## src/rtl/smpte_pkg.sv

```systemverilog
// smpte_pkg: bar colours, bar geometry and tolerance helpers shared by the bar checker
package smpte_pkg;
  localparam int NUM_BARS = 7;
  localparam logic [23:0] WHITE   = 24'hC0C0C0;
  localparam logic [23:0] YELLOW  = 24'hC0C000;
  localparam logic [23:0] CYAN    = 24'h00C0C0;
  localparam logic [23:0] GREEN   = 24'h00C000;
  localparam logic [23:0] MAGENTA = 24'hC000C0;
  localparam logic [23:0] RED     = 24'hC00000;
  localparam logic [23:0] BLUE    = 24'h0000C0;
  localparam logic [NUM_BARS-1:0][23:0] BAR_RGB = {BLUE, RED, MAGENTA, GREEN, CYAN, YELLOW, WHITE};
  typedef enum logic {SEARCH, CHECK} state_e;
  function automatic int unsigned bar_start(input int unsigned k, input int unsigned h);
    return k * (h / NUM_BARS);
  endfunction
  function automatic logic over_tol(input logic [7:0] a, input logic [7:0] e, input int tol);
    logic [7:0] d;
    d = a > e ? a - e : e - a;
    return int'({24'd0, d}) > tol;
  endfunction
endpackage

```

## src/rtl/smpte_bar_lut.sv

```systemverilog
// smpte_bar_lut: registered expected colour for the pixel being sampled, tracked by a bar index walker
module smpte_bar_lut
  import smpte_pkg::*;
#(
  parameter int H_ACTIVE = 1280,
  parameter int XW       = 12
) (
  input  logic        clk,
  input  logic        rst_n,
  input  logic        de,
  output logic [23:0] exp_rgb
);
  logic [XW-1:0] cnt_q, cnt_d, nxt;
  logic [2:0] bar_q, bar_d;
  logic [23:0] exp_q, exp_d;
  logic [NUM_BARS-2:0][XW-1:0] bnd;
  for (genvar k = 0; k < NUM_BARS - 1; k++) begin : g_bnd
    assign bnd[k] = XW'(bar_start(k + 1, H_ACTIVE));
  end
  // bar_q is the bar of the pixel at position cnt_q; it steps when the next position hits a boundary
  always_comb begin
    nxt = &cnt_q ? cnt_q : cnt_q + XW'(1);
    cnt_d = de ? nxt : '0;
    bar_d = !de ? '0 : (bar_q != 3'(NUM_BARS - 1) && nxt == bnd[bar_q]) ? bar_q + 3'd1 : bar_q;
    exp_d = BAR_RGB[bar_q];
  end
  always_ff @(posedge clk or negedge rst_n)
    if (!rst_n) begin
      cnt_q <= '0;
      bar_q <= '0;
      exp_q <= '0;
    end else begin
      cnt_q <= cnt_d;
      bar_q <= bar_d;
      exp_q <= exp_d;
    end
  assign exp_rgb = exp_q;
endmodule

```

## config.mk

```make
export PLATFORM = sky130hd
export DESIGN_NAME = smpte_bar_lut
export DESIGN_NICKNAME = d
export VERILOG_FILES = /design/src/rtl/smpte_pkg.sv /design/src/rtl/smpte_bar_lut.sv
export SDC_FILE = /design/constraint.sdc
export NUM_CORES = 1
export LEC_CHECK = 0
export BUFFER_PORTS_ARGS = -buffer_cell sky130_fd_sc_hd__clkbuf_2
export CAP_MARGIN = 20
export CORE_ASPECT_RATIO = 2
export CORE_MARGIN = 5
export CORE_UTILIZATION = 56
export DETAILED_ROUTE_END_ITERATION = 8
export GPL_TIMING_DRIVEN = 0
export PLACE_DENSITY = 0.77
export SLEW_MARGIN = 15
export SYNTH_ARGS = -nofsm -noshare
export SYNTH_HDL_FRONTEND = slang
export SYNTH_SLANG_ARGS = --single-unit
```

## constraint.sdc

```tcl
create_clock -name clk -period 2.79 [get_ports clk]
set_clock_uncertainty 0.1 [all_clocks]
set_input_delay 0.1395 -clock clk [delete_from_list [all_inputs] [get_ports clk]]
set_output_delay 0.1395 -clock clk [all_outputs]
set_load 0.05 [all_outputs]
```

# [Word-level counts from Yosys, hierarchy flattened]
# Memory sizes are Yosys's and may differ from the RTL's. A register that Yosys moved wholly into a read port is not among the register bits.
# Index checks and enable logic that the tools add are counted.
[totals] n_memories=2 input_bits=3 wordCells=18 romBits=288 out_inout_bits=24 ff_bits=15
[memory_table] name="(no name shown)" words=8 word_bits=24 rd=1 rd_clocked_by_memory_dff=1 write_ports=0 line="smpte_bar_lut.sv:25" text="exp_d = BAR_RGB[bar_q];"
[memory_table] name="(no name shown)" words=8 word_bits=12 rd=1 rd_clocked_by_memory_dff=0 write_ports=0 line="smpte_bar_lut.sv:24" text="bar_d = !de ? '0 : (bar_q != 3'(NUM_BARS - 1) && nxt == bnd[bar_q]) ? bar_q + 3'd1 : bar_q;"
[classes] n_addsub=2 eq_ne=3 n_reduce_logical=3 mux=5 order_cmp=1
[ops] operator="$mux 12" count=3
[ops] operator="$add 12x1->12 const B" count=1
[ops] operator="$eq 12x12->1" count=1
[ops] operator="$reduce_and 12->1" count=1
[ops] operator="$mux 3" count=2
[ops] operator="$lt 3x4->1 const B" count=1
[ops] operator="$add 3x1->3 const B" count=1
[ops] operator="$ne 3x3->1 const B" count=1
[ops] operator="$ne 2x1->1 const B" count=1
[ops] operator="$logic_and 1x1->1" count=1
[ops] operator="$logic_not 1->1" count=1

# [Longest topological paths before layout]
# Gate-level depths: netlist (run 1).
[depth] word_depth=6 depth_mapped=10

# [Worst setup path after synthesis (run 1)]
# OpenSTA, ideal clock, no wires.
[synth_path] path_kind="register to register" startpoint="register cnt_q[0]" endpoint="register bar_q[0]" arrival_time_ns=2.141 path_buffers=0 stages_incl_launch_ff=9 synth_period_minus_slack_ns=2.377 path_slack_ns=0.413 required_time_ns=2.554 cell_sequence="dfrtp_1 ha_1 or3b_1 mux2i_1 o21ai_0 a222oi_1 nand3_1 o31ai_1 a21oi_1"
[synth_via] elab_chain_len=5 elab_cells_between_ends=6 classes_between="add/sub (1); eq/ne (2); mux (1); reduce/logical (2)"
[synth_lines] element="from (decl)" line="smpte_bar_lut.sv:13" text="logic [XW-1:0] cnt_q, cnt_d, nxt;"
[synth_lines] element="from (signal assigned)" line="smpte_bar_lut.sv:33" text="cnt_q <= cnt_d;"
[synth_lines] element="$add 12x1->12 or $reduce_and 12->1 (tied branches)" line="smpte_bar_lut.sv:22" text="nxt = &cnt_q ? cnt_q : cnt_q + XW'(1);"
[synth_lines] element="$mux 12 *" line="smpte_bar_lut.sv:22"
[synth_lines] element="$eq 12x12->1 *" line="smpte_bar_lut.sv:24"
[synth_lines] element="$logic_and 1x1->1 *" line="smpte_bar_lut.sv:24"
[synth_lines] element="$ne 2x1->1 (no line) *"
[synth_lines] element="to (signal assigned)" line="smpte_bar_lut.sv:34" text="bar_q <= bar_d;"
[synth_lines] element="to (decl)" line="smpte_bar_lut.sv:14" text="logic [2:0] bar_q, bar_d;"
# Mark *: on every way between the ends. The rest lies on a longest branch, timed or not.
# A chain may end at the register's enable or synchronous reset.

# [Worst setup path after layout (run 1)]
[layout_path] startpoint="register cnt_q[0]" endpoint="register bar_q[2]"
# The elaborated chain is that of the path after synthesis.

==> metrics.cfg, run 1 <==
[yosys]
yosysWarnings = 0
ys.flop_type = dfrtp_1
avgSynthCellArea_um2 = 8.60
synth_seq_cells = 18
synth_area_um2 = 1630
synth_cells = 190
async_flop_share = 1.00
seq_area_frac_synth = 0.276
synth_edf_count = 0
ys_types = 51

[job]
max-cap-violations = 0

[timing]
fin_tns_setup_ns = 0
setup_viol = 0
worst_slew_pin_slew_ns = 0.521
slew-limit-headroom = 0.650
rsz0062_at_grt = no
holdWs_ns = 0.0281
fin_crit_ns = 2.68
post-route-period-util = 0.962
slew_viol_final = 0
finalHoldViolCount = 0
fmaxAchievable_ghz = 0.373

[clock_network]
clock_path_buffers = 2
cts.clk_slew.worst_paths_ns = 0.07
cts_root_buf = clkbuf_8
worstSkewPairLatency_ns = 0.26
cts.sinks = 18
h-tree-depth = 1
numCtsBuffers = 3
tritoncts = built

[power]
seqPwrFrac = 0.452
finalPower_w = 0.000601
vdd_ir_drop_max_mv = 0.322
sw_frac_of_total = 0.298
pwr-share-clk = 0.367
p_sw_w = 0.000179
p_leak_nw = 0.817
power_density_nw_per_um2 = 321
combPwrFrac = 0.181
internal_power_w = 0.000422

[layout]
n_fill_cell = 250
mostFrequentLayoutCell = buf_4
nets = 232
regArea_um2 = 454
multi_input_area_um2 = 975
final_cell_mix = buf_4, conb_1, dfrtp_1, inv_1, nand2_1
final_util = 0.675
drive_above_1_share = 0.261
syn_to_final_growth_pct = 14.5
insertedDiodeCount = 0

[hold_path]
min_from = de
hp-class = in2reg
min_path_cells = 2
worstHoldEndpoint = cnt_q[7]$_DFF_PN0_

[floorplanning]
chipWidth_um = 48.2
rows = 27
coreArea_um2 = 2770
start_util = 0.590
die_area_um2 = 4160
ios = 27
chipHeight_um = 86.4

[grt]
antenna_found_initial = 0
grt_pass1_vias = 1565
track_usage = 0.217
grt_max_degree = 19
overflow = 0
grt_first_pass_wirelength_mm = 6.80

[detailed_routing]
num_vias = 1513
drtPass1Iterations = 5
ant_nets = 0
routedWlPerCell_um = 16.4
drt_iter0_drc = 70
drt-total-wl_mm = 4.12
via_per_inst = 6.03
drc = 0

[worst_setup_path]
r2r_start = cnt_q[0]$_DFF_PN0_
cp_max_fo = 7
worst-endpoint-arrival_ns = 2.70
r2r_cells = 8
critPathKind = reg2reg
r2r_slack_ns = 0.11
endpoint_kind = register
critPathLaunchType = register
rr_endpoint = bar_q[2]$_DFFE_PN0P_
worstPathRequired_ns = 2.81

[placement]
port_buffers = 8
hpwlAfterDp_mm = 3.20
gp_congestion = 0.968

[status]
status = complete, no violations

-- cell usage after synthesis (all sizes together), types with 5 or more instances --
library cell,number,area share
ha,6,0.046
nand3,8,0.035
o21ai,7,0.021
nand4,7,0.027
and3,5,0.019
a21oi,9,0.028
nor4,5,0.028
inv,11,0.025
xnor2,5,0.027
nand2,10,0.023
nor2,8,0.018
dfrtp,18,0.28
nor3,5,0.015
buf,31,0.14
-- critical path, stage by stage, from the launching register on --
cell and delay, ns:
dfrtp_2 0.46, ha_2 0.33, or3b_1 0.38, mux2i_1 0.20, o21ai_1 0.11, a222oi_1 0.41
nand3_1 0.22, o31ai_1 0.23, a21oi_1 0.09
-- power groups by stage --
stage	registers (W)	logic, W	clock network [W]
3_3_place_gp	0.000275	0.000104	0
3_5_place_dp	0.000276	0.000105	0
2_1_floorplan	0.000274	0.0000922	0
6_report	0.000272	0.000109	0.000220
4_1_cts	0.000271	0.000106	0.000221
5_1_grt	0.000272	0.000116	0.000238
-- state kept, by name, indices dropped and copies added (netlist names) --
name / cells
cnt_q: 12
bar_q: 3
exp_rgb: 3
-- worst max path at each step --
stage | start | to | cells after the start
floorplan | cnt_q[0]$_DFF_PN0_ | bar_q[0]$_DFFE_PN0P_ | 8
global placement | bar_q[0]$_DFFE_PN0P_ | bar_q[0]$_DFFE_PN0P_ | 9
detailed placement | bar_q[0]$_DFFE_PN0P_ | bar_q[2]$_DFFE_PN0P_ | 9
CTS | cnt_q[0]$_DFF_PN0_ | bar_q[0]$_DFFE_PN0P_ | 8
global route | cnt_q[0]$_DFF_PN0_ | bar_q[0]$_DFFE_PN0P_ | 8
finish | cnt_q[0]$_DFF_PN0_ | bar_q[2]$_DFFE_PN0P_ | 8
-- kinds of logic after synthesis --
group                      share of synthesized area
DFF                                            0.276
and+or+nand+nor                                0.224
buffers and inverters                          0.173
AOI/OAI and AO/OA                              0.212
other                                        0.00229
xor gates and xnor gates                      0.0429
adders and majority gates                     0.0459
muxes                                         0.0245
-- timing repair --
action / 4_1_cts / 5_1_grt
resized for setup: 0 / 8
hold endpoints to repair: 18 / 0
setup buffers: 0 / 2
hold buffers: 1 / 0
endpoints found under the setup margin: 0 / 3
-- through the flow --
stage	cells	setup slack, ns	area (um2)
2_1_floorplan	207	0.413	1700
3_3_place_gp	244	0.0991	1770
3_5_place_dp	244	0.0654	1770
4_1_cts	249	0.0410	1840
5_1_grt	251	0.0246	1870
6_report	251	0.107	1870
-- routing by layer --
| metal | up-vias | wire, um | global-route usage |
|---|---|---|---|
| met5 | - | 0 | 0 |
| met4 | 0 | 140 | 0.118 |
| met3 | 15 | 153 | 0.0395 |
| met2 | 40 | 2370 | 0.383 |
| met1 | 734 | 1450 | 0.218 |
| li1 | 724 | - | - |
-- cell type report --
| class | instances | share of cell area |
|---|---|---|
| sequential | 18 | 0.243 |
| inverter | 11 | 0.0221 |
| clock buffer | 4 | 0.0294 |
| timing repair buffer | 11 | 0.0348 |
| buffer | 33 | 0.130 |
| multi-input combinational | 145 | 0.521 |
| tap | 29 | 0.0194 |
(Power assumes the default switching activity.)
==> run 2: changes to the inputs <==
--- a/config.mk
+++ b/config.mk
@@ -12,6 +12,7 @@
 export CORE_UTILIZATION = 56
 export DETAILED_ROUTE_END_ITERATION = 8
 export GPL_TIMING_DRIVEN = 0
+export MAX_ROUTING_LAYER = met4
 export PLACE_DENSITY = 0.77
 export SLEW_MARGIN = 15
 export SYNTH_ARGS = -nofsm -noshare
==> run 2 against run 1 <==
Compared with the run above:
- global-route usage is 0.48 points higher
- largest cell class unchanged
- power is 0.57% higher
- die area stayed put
- critical endpoint is now bar_q[1]$_DFFE_PN0P_
- highest routed layer unchanged
- non-clock buffer count is 1 lower
- sequential power hardly changed
- hold slack better by 0.0043 ns
- combinational power hardly changed
- clock power hardly changed
==> metrics.cfg, run 2 (synthesis gave the netlist of run 1 again) <==
[power]
internal_power_w = 0.000423
sw_frac_of_total = 0.299
vdd_ir_drop_max_mv = 0.235
finalPower_w = 0.000604
seqPwrFrac = 0.452
combPwrFrac = 0.183
pwr-share-clk = 0.366
p_leak_nw = 0.814
p_sw_w = 0.000181
power_density_nw_per_um2 = 323

[layout]
regMostFlops = cnt_q
drive_above_1_share = 0.253
final_cell_mix = buf_4, conb_1, dfrtp_1, inv_1, nand2_1
syn_to_final_growth_pct = 14.3
fin_cells = 250
mostFrequentLayoutCell = buf_4
insertedDiodeCount = 0
largest_reg_flops = 12
nets = 231

[detailed_routing]
num_vias = 1531
drt_iter0_drc = 70
highest-signal-layer = met4
via_per_inst = 6.12
drtPass1Iterations = 4
routedWlPerCell_um = 17.1
met3_length_um = 196
drc = 0
ant_nets = 0
drt-total-wl_mm = 4.28
wl_met1_mm = 1.51
wl_met2_mm = 2.44

[timing]
setup_ws_ns = 0.136
fin_crit_ns = 2.65
rsz0062_at_grt = no
fmaxAchievable_ghz = 0.377
worst_slew_pin_slew_ns = 0.526
finalHoldViolCount = 0
slew-limit-headroom = 0.646
setup_viol = 0
fin_tns_setup_ns = 0
slew_viol_final = 0
post-route-period-util = 0.951

[worst_setup_path]
critPathLaunch = cnt_q[0]$_DFF_PN0_
worst-endpoint-arrival_ns = 2.72
critPathKind = reg2reg
endpoint_kind = register
rr_endpoint = bar_q[1]$_DFFE_PN0P_
cp_slowest_cell = dfrtp_2
endpoint = bar_q[1]$_DFFE_PN0P_
r2r_slack_ns = 0.14
worstPathRequired_ns = 2.86
crit_top_cell = and3_1
cp_cell_sequence = ha_4 -> and3_1 -> buf_6 -> nand4_1 -> buf_4 -> a222oi_1 -> and3_1 -> a31oi_1 -> nor3_1
r2r_start = cnt_q[0]$_DFF_PN0_
cp_max_fo = 10
crit_path_max_incr_delay_ns = 0.46
r2r_cells = 9
critPathLaunchType = register

[floorplanning]
rows = 27
coreArea_um2 = 2770
die_area_um2 = 4160
chipWidth_um = 48.2
start_util = 0.590
ios = 27
chipHeight_um = 86.4

[clock_network]
worstSkewPairLatency_ns = 0.26
tritoncts = built
numCtsBuffers = 3
cts.sinks = 18
clock_path_buffers = 2
cts.clk_slew.worst_paths_ns = 0.07
cts_root_buf = clkbuf_8
h-tree-depth = 1

[grt]
grt_max_degree = 19
track_usage = 0.222
grt_first_pass_wirelength_mm = 6.70
overflow = 0
grt_pass1_vias = 1462
antenna_found_initial = 0

[job]
max-cap-violations = 0

[placement]
placed_cells = 244
port_buffers = 8
place_ws_ns = 0.0853
gp_congestion = 1.00
hpwlAfterDp_mm = 3.30

[hold_path]
hp-class = in2reg

[status]
status = complete, no violations

run 2: changes by cell type in the layout (fill, tap and decap cells not counted):
cell      before  now
o31ai_2        1    0
clkbuf_4       1    0
o31ai_1        3    4
ha_4           0    1
o21ai_0        6    7
o21ai_1        1    0
ha_2           1    0
run 2: repair_timing:
item,CTS,global route
hold buffers,1,0
buffers inserted,0,1
hold endpoints to repair,18,0
gates resized for setup,0,7
setup endpoints to repair,0,3
run 2: layer usage:
metal / vias to the layer above / GRT usage
met5: - / -
met4: 0 / 0.0907
met3: 15 / 0.0229
met2: 52 / 0.388
met1: 738 / 0.235
li1: 726 / -
run 2: area by class of cell:
class	instances	area [um2]
multi-input cells	145	980
fillers	243	902
flip-flops and latches	18	454
plain buffers	33	244
repair buffers	10	57.6
clock buffers	4	55.1
inverters	11	41.3
well taps	29	36.3
run 2: how the worst min path moves through the flow:
stage,start,to,slack (ns),cells past startpoint
6_report,de,cnt_q[7]$_DFF_PN0_,0.03,2
5_1_grt,de,cnt_q[7]$_DFF_PN0_,0.04,2
4_1_cts,de,cnt_q[7]$_DFF_PN0_,0.04,2
3_5_place_dp,rst_n,cnt_q[4]$_DFF_PN0_,0.02,1
3_3_place_gp,rst_n,cnt_q[4]$_DFF_PN0_,0.009,1
2_1_floorplan,rst_n,bar_q[0]$_DFFE_PN0P_,-0.26,0
run 2: through the flow:
step / instance area (um2) / util / hold WS [ns]
2_1_floorplan: 1700 / - / -0.256
3_3_place_gp: 1770 / 0.640 / 0.00933
3_5_place_dp: 1770 / 0.640 / 0.0195
4_1_cts: 1840 / 0.664 / 0.0362
5_1_grt: 1870 / 0.674 / 0.0387
6_report: 1870 / 0.674 / 0.0324
run 2: critical path: cells and delay by family (launching register included):
kind | cells | cell delay, ns
AOI/OAI and AO/OA | 2 | 0.49
adders and majority gates | 1 | 0.18
buffers and inverters | 2 | 0.42
DFF | 1 | 0.46
and+or+nand+nor | 4 | 0.89
run 2: power by group through the flow:
| stage | Sequential, W | Clock (W) | Combinational (W) |
|---|---|---|---|
| detailed placement | 0.000276 | 0 | 0.000105 |
| finish | 0.000273 | 0.000221 | 0.000110 |
| global route | 0.000273 | 0.000236 | 0.000117 |
| global placement | 0.000275 | 0 | 0.000104 |
| CTS | 0.000271 | 0.000219 | 0.000106 |
| floorplan | 0.000274 | 0 | 0.0000922 |
